### src/rtl/axi_read_arbiter_pkg.sv
// Shared types and constants for the two-requester AXI read arbiter.
package axi_read_arbiter_pkg;

  localparam int unsigned ADDR_W = 32;
  localparam int unsigned DATA_W = 32;
  localparam int unsigned LEN_W  = 8;

  // Arbiter FSM states
  typedef enum logic [1:0] {
    ARB_IDLE = 2'd0,
    ARB_ADDR = 2'd1,
    ARB_DATA = 2'd2
  } arb_state_e;

  localparam logic [2:0]       AXI_SIZE_4B    = 3'b010;
  localparam logic [1:0]       AXI_BURST_INCR = 2'b01;
  localparam logic [LEN_W-1:0] LINE_ARLEN     = 8'd7;

  // Latched AR payload of the accepted request
  typedef struct packed {
    logic [ADDR_W-1:0] addr;
    logic [LEN_W-1:0]  len;
  } ar_req_t;

endpackage

### src/rtl/axi_read_arbiter_rr_pick2.sv
// Combinational 2-way round-robin select.
//   req        : request vector, bit N = requester N
//   last_grant : requester that owned the previous transaction
//   grant      : selected requester (valid when any=1)
//   any        : at least one request present
module axi_read_arbiter_rr_pick2 (
  input  logic [1:0] req,
  input  logic       last_grant,
  output logic       grant,
  output logic       any
);

  assign any = |req;

  // A tie goes to whoever did not win last time; otherwise the lone requester.
  assign grant = (req == 2'b11) ? ~last_grant : req[1];

endmodule

### src/rtl/axi_read_arbiter.sv
// Shares one AXI read channel (AR/R) between the instruction cache (requester 0)
// and the data cache (requester 1). One outstanding transaction at a time,
// round-robin on ties, R beats steered back to the owner, sticky protocol error.
//   clk, rst              : clock, synchronous active-high reset
//   s0_* / s1_*           : requester AR request and R beat interfaces
//   m_ar* / m_r*          : AXI master read channel towards the bus
//   err                   : sticky error (bad RID, early or missing RLAST)
module axi_read_arbiter
  import axi_read_arbiter_pkg::*;
#(
  parameter int unsigned ID_W    = 4,
  parameter int unsigned ID_REQ0 = 0,
  parameter int unsigned ID_REQ1 = 1
) (
  input  logic              clk,
  input  logic              rst,

  input  logic [ADDR_W-1:0] s0_araddr,
  input  logic [LEN_W-1:0]  s0_arlen,
  input  logic              s0_arvalid,
  output logic              s0_arready,
  output logic [DATA_W-1:0] s0_rdata,
  output logic              s0_rvalid,
  output logic              s0_rlast,
  input  logic              s0_rready,

  input  logic [ADDR_W-1:0] s1_araddr,
  input  logic [LEN_W-1:0]  s1_arlen,
  input  logic              s1_arvalid,
  output logic              s1_arready,
  output logic [DATA_W-1:0] s1_rdata,
  output logic              s1_rvalid,
  output logic              s1_rlast,
  input  logic              s1_rready,

  output logic [ID_W-1:0]   m_arid,
  output logic [ADDR_W-1:0] m_araddr,
  output logic [LEN_W-1:0]  m_arlen,
  output logic [2:0]        m_arsize,
  output logic [1:0]        m_arburst,
  output logic              m_arvalid,
  input  logic              m_arready,
  input  logic [ID_W-1:0]   m_rid,
  input  logic [DATA_W-1:0] m_rdata,
  input  logic              m_rlast,
  input  logic              m_rvalid,
  output logic              m_rready,

  output logic              err
);

  arb_state_e       state_q, state_d;
  logic             grant_q, grant_d;
  logic             last_grant_q, last_grant_d;
  ar_req_t          req_q, req_d;
  logic [LEN_W-1:0] beat_cnt_q, beat_cnt_d;
  logic             err_q, err_d;

  logic             pick_grant;
  logic             pick_any;
  logic [ID_W-1:0]  issued_id;
  logic             r_hs;

  axi_read_arbiter_rr_pick2 u_pick (
    .req        ({s1_arvalid, s0_arvalid}),
    .last_grant (last_grant_q),
    .grant      (pick_grant),
    .any        (pick_any)
  );

  assign issued_id = grant_q ? ID_W'(ID_REQ1) : ID_W'(ID_REQ0);

  // AR fields come straight from the latched request so they hold through ADDR
  assign m_arid    = issued_id;
  assign m_araddr  = req_q.addr;
  assign m_arlen   = req_q.len;
  assign m_arsize  = AXI_SIZE_4B;
  assign m_arburst = AXI_BURST_INCR;
  assign err       = err_q;

  // State and datapath registers
  always_ff @(posedge clk) begin
    if (rst) begin
      state_q      <= ARB_IDLE;
      grant_q      <= 1'b0;
      last_grant_q <= 1'b1;
      req_q        <= '0;
      beat_cnt_q   <= '0;
      err_q        <= 1'b0;
    end else begin
      state_q      <= state_d;
      grant_q      <= grant_d;
      last_grant_q <= last_grant_d;
      req_q        <= req_d;
      beat_cnt_q   <= beat_cnt_d;
      err_q        <= err_d;
    end
  end

  // Next-state, handshakes, R steering and protocol checks
  always_comb begin
    state_d      = state_q;
    grant_d      = grant_q;
    last_grant_d = last_grant_q;
    req_d        = req_q;
    beat_cnt_d   = beat_cnt_q;
    err_d        = err_q;
    s0_arready   = 1'b0;
    s1_arready   = 1'b0;
    m_arvalid    = 1'b0;
    m_rready     = 1'b0;
    s0_rdata     = '0;
    s0_rvalid    = 1'b0;
    s0_rlast     = 1'b0;
    s1_rdata     = '0;
    s1_rvalid    = 1'b0;
    s1_rlast     = 1'b0;
    r_hs         = 1'b0;

    unique case (state_q)
      ARB_IDLE: begin
        if (pick_any) begin
          grant_d    = pick_grant;
          s0_arready = ~pick_grant;
          s1_arready = pick_grant;
          req_d      = pick_grant ? '{addr: s1_araddr, len: s1_arlen}
                                  : '{addr: s0_araddr, len: s0_arlen};
          beat_cnt_d = '0;
          state_d    = ARB_ADDR;
        end
      end

      ARB_ADDR: begin
        m_arvalid = 1'b1;
        if (m_arready) state_d = ARB_DATA;
      end

      ARB_DATA: begin
        if (grant_q) begin
          s1_rdata  = m_rdata;
          s1_rvalid = m_rvalid;
          s1_rlast  = m_rlast;
          m_rready  = s1_rready;
        end else begin
          s0_rdata  = m_rdata;
          s0_rvalid = m_rvalid;
          s0_rlast  = m_rlast;
          m_rready  = s0_rready;
        end
        r_hs = m_rvalid & m_rready;
        if (r_hs) begin
          beat_cnt_d = beat_cnt_q + LEN_W'(1);
          // RLAST must coincide exactly with the beat numbered len
          if (m_rid != issued_id) err_d = 1'b1;
          if (m_rlast != (beat_cnt_q == req_q.len)) err_d = 1'b1;
          if (m_rlast) begin
            last_grant_d = grant_q;
            state_d      = ARB_IDLE;
          end
        end
      end

      default: state_d = ARB_IDLE;
    endcase
  end

endmodule

### config.mk
export PLATFORM = sky130hd
export DESIGN_NAME = axi_read_arbiter
export DESIGN_NICKNAME = d
export VERILOG_FILES = /design/src/rtl/axi_read_arbiter_pkg.sv /design/src/rtl/axi_read_arbiter_rr_pick2.sv /design/src/rtl/axi_read_arbiter.sv
export SDC_FILE = /design/constraint.sdc
export NUM_CORES = 1
export LEC_CHECK = 0
export CAP_MARGIN = 20
export CORE_MARGIN = 4
export CORE_UTILIZATION = 33
export CTS_CLUSTER_DIAMETER = 80
export DETAILED_ROUTE_END_ITERATION = 7
export GPL_ROUTABILITY_DRIVEN = 1
export PLACE_DENSITY = 0.88
export SLEW_MARGIN = 40
export SYNTH_ARGS = -nofsm -noshare
export SYNTH_HDL_FRONTEND = slang
export SYNTH_HIERARCHICAL = 1
export SYNTH_SLANG_ARGS = --single-unit
### constraint.sdc
create_clock -name clk -period 1.9 [get_ports clk]
set_input_delay 0.285 -clock clk [delete_from_list [all_inputs] [get_ports clk]]
set_output_delay 0.285 -clock clk [all_outputs]
set_load 0.01 [all_outputs]
==> impl_metrics.env <==
export IMPL_wire_per_inst_microns=16.1
export IMPL_tritoncts="yes"
export IMPL_drive_gt1_share_pct=9.15
export IMPL_post_route_drc_count=0
export IMPL_hold_viol_final=0
export IMPL_drt_iter0_markers=63
export IMPL_p_leak_nw=2.65
export IMPL_drv_slew=0
export IMPL_clockBufferDepth=2
export IMPL_status="complete, no violations"
export IMPL_globalRouteTotalUtil_pct=19.9
export IMPL_max_freq_mhz=549
export IMPL_first_pass_iters=4
export IMPL_synthArstFlopShare_pct=0
export IMPL_ys_seq_area_share_pct=34.8
export IMPL_fin_crit_sh_pct=95.9
export IMPL_area_growth_pct=84.9
export IMPL_place_congestion=0.803
export IMPL_ys_flop_type="dfxtp_1"
export IMPL_h_tree_depth=2
export IMPL_clk_pin_slew_worst_paths_ns=0.09
export IMPL_hold_path_class="in -> reg"
export IMPL_core_rowCount=34
export IMPL_cts_sinks=53
export IMPL_nNetsFinal=715
export IMPL_fin_worst_skew_ns=0.0122
export IMPL_grt_max_degree=49
export IMPL_ios=247
export IMPL_overflow=0
export IMPL_cts_made_buffers=5
export IMPL_ys_types=42
export IMPL_dieHeight_microns=104
export IMPL_routed_via_density=4.95
export IMPL_num_vias=3452
export IMPL_rsz0062_at_grt="false"
export IMPL_critPathMaxFanout=6
export IMPL_min_period_ns=1.82
export IMPL_start_util_pct=34.5
export IMPL_ant_nets=0
export IMPL_numPlacedInstances=687
export IMPL_cp_start_kind="flop"
export IMPL_antennaDiodeCount=0
export IMPL_clk_latency_ns=0.30
export IMPL_grt_pass1_vias=3592
export IMPL_synth_edf_count=0
export IMPL_yosysWarnings=6
export IMPL_routed_wl_microns=11300
export IMPL_portBuffers=238
export IMPL_fin_total_pwr_mw=3.19
export IMPL_ys_seq_elements=53
export IMPL_end_kind="output port"
export IMPL_setup_viol_count_final=0
export IMPL_synth_avg_cell_area_sq_um=8.59
export IMPL_synth_cells=355
export IMPL_die_w_microns=104
export IMPL_worstSetupPathType="reg -> out"
export IMPL_ir_worst_vdd_mv=0.367
export IMPL_p_per_area_mw_per_mm2=565
export IMPL_fin_cells=698
export IMPL_arrival_ns=1.54
export IMPL_antenna_found_initial=0
export IMPL_place_hpwl_microns=9350
export IMPL_design_die_area_sq_mm=0.0108
export IMPL_cap_violations=0
export IMPL_root_buffer="clkbuf_8"
export IMPL_grt_pass1_wl_microns=17900
export IMPL_core_sq_mm=0.00885
export IMPL_worstPathRequired_ns=1.62
export IMPL_syn_area_sq_mm=0.00305
what timing repair did:
| action | in CTS | in global routing |
|---|---|---|
| resized for setup | 98 | 17 |
| endpoints found under the hold margin | 0 | 0 |
| setup endpoints to repair | 71 | 41 |
| hold buffers | 0 | 0 |
| cloned | 1 | 0 |
| setup buffers | 2 | 0 |
| pin swaps | 0 | 1 |
per-stage QoR:
stage,instance area (sq um),TNS (ns),worst slack [ns],hold WS (ns),util (%)
6_report,5640,0,0.0780,0.415,63.7
5_1_grt,5640,0,0.00259,0.444,63.7
4_1_cts,5660,0,0.000611,0.403,64.0
3_5_place_dp,5590,-8.32,-0.289,0.494,63.1
3_3_place_gp,5590,-3.90,-0.202,0.484,63.1
2_1_floorplan,3070,0,0.410,0.425,-
final timing paths:
check	from	endpoint	slack, ns	depth (start not counted)
worst max-delay path	state_q[0]	s1_rdata[1]	0.08	5
worst min register to register	m_araddr[31]	m_araddr[31]	0.50	2
worst min-delay path	rst	state_q[1]	0.41	2
worst max register to register	grant_q	err	0.19	5
final cells by class:
cell class                      count  area (sq um)
Timing Repair Buffer              261          2500
Clock inverter                      3          43.8
Multi-Input combinational cell    268          1830
Clock buffer                        5          68.8
Sequential cell                    53          1060
Tap cell                          108           135
Fill cell                         766          3210
state kept, by name, indices dropped and copies added, names as in the netlist:
register,cells
m_araddr,32
beat_cnt_q,8
m_arlen,8
state_q,2
err,1
grant_q,1
last_grant_q,1
layout by cell type, fill, tap and decap left out, types with 2 or more instances in the layout:
| cell type | Yosys | layout |
|---|---|---|
| buf_6 | 1 | 2 |
| a211oi_1 | 40 | 40 |
| and3_1 | 38 | 38 |
| mux2i_1 | 41 | 41 |
| nand2b_1 | 2 | 2 |
| nor2_1 | 48 | 47 |
| buf_12 | 0 | 3 |
| dlygate4sd2_1 | 0 | 53 |
| o21ai_0 | 3 | 3 |
| and2_1 | 36 | 36 |
| nor4_1 | 2 | 2 |
| dfxtp_1 | 53 | 52 |
| clkdlybuf4s50_1 | 0 | 164 |
| or3_1 | 3 | 3 |
| clkbuf_2 | 0 | 3 |
| buf_2 | 9 | 9 |
| xor2_1 | 11 | 11 |
| a21oi_1 | 7 | 7 |
| buf_4 | 9 | 17 |
| nand2_1 | 6 | 6 |
| clkdlybuf4s15_1 | 0 | 7 |
| clkbuf_8 | 0 | 5 |
| conb_1 | 2 | 8 |
| dlymetal6s2s_1 | 0 | 2 |
power breakdown:
group / switching [mW] / internal [mW] / total (mW)
Clock: 0.366 / 0.395 / 0.761
Sequential: 0.0738 / 1.23 / 1.30
Combinational: 0.475 / 0.652 / 1.13
cell families (layout without fill, tap and decap cells):
| kind of cell | count (synthesis) | in the layout | synth area share, % |
|---|---|---|---|
| compound gates | 59 | 59 | 14.3 |
| xor+xnor | 11 | 11 | 3.16 |
| fa+ha+maj | 1 | 1 | 0.410 |
| buf+inv | 40 | 269 | 6.65 |
| flops | 53 | 53 | 34.8 |
| mux | 42 | 42 | 14.0 |
| other cells | 2 | 8 | 0.246 |
| simple gates | 147 | 147 | 26.5 |
synth_stat cells, types with 2 or more instances:
| master | count | area [sq um] |
|---|---|---|
| nor4_1 | 2 | 12.5 |
| buf_4 | 9 | 67.6 |
| nand2_1 | 6 | 22.5 |
| clkbuf_1 | 19 | 71.3 |
| o21ai_0 | 3 | 15.0 |
| nor2_1 | 48 | 180 |
| nand2b_1 | 2 | 12.5 |
| conb_1 | 2 | 7.51 |
| a21oi_1 | 7 | 35.0 |
| a211oi_1 | 40 | 300 |
| and3_1 | 38 | 238 |
| buf_1 | 2 | 7.51 |
| buf_2 | 9 | 45.0 |
| dfxtp_1 | 53 | 1060 |
| mux2i_1 | 41 | 410 |
| xor2_1 | 11 | 96.3 |
| or3_1 | 3 | 18.8 |
| and2_1 | 36 | 225 |
per-layer routing:
metal,routed length (microns),vias to the layer above,global-route usage [%]
met3,880,15,5.83
met5,0,-,0
met2,6260,158,40.3
li1,-,1708,-
met4,197,0,5.70
met1,3930,1571,19.0
worst max-delay path, cell delays in order, from the launching register on:
cell     delay [ns]
dfxtp_2        0.34
and2b_2        0.27
buf_16         0.15
buf_4          0.14
and3_1         0.19
buf_2          0.14
Power figures use the tool's default switching activity.
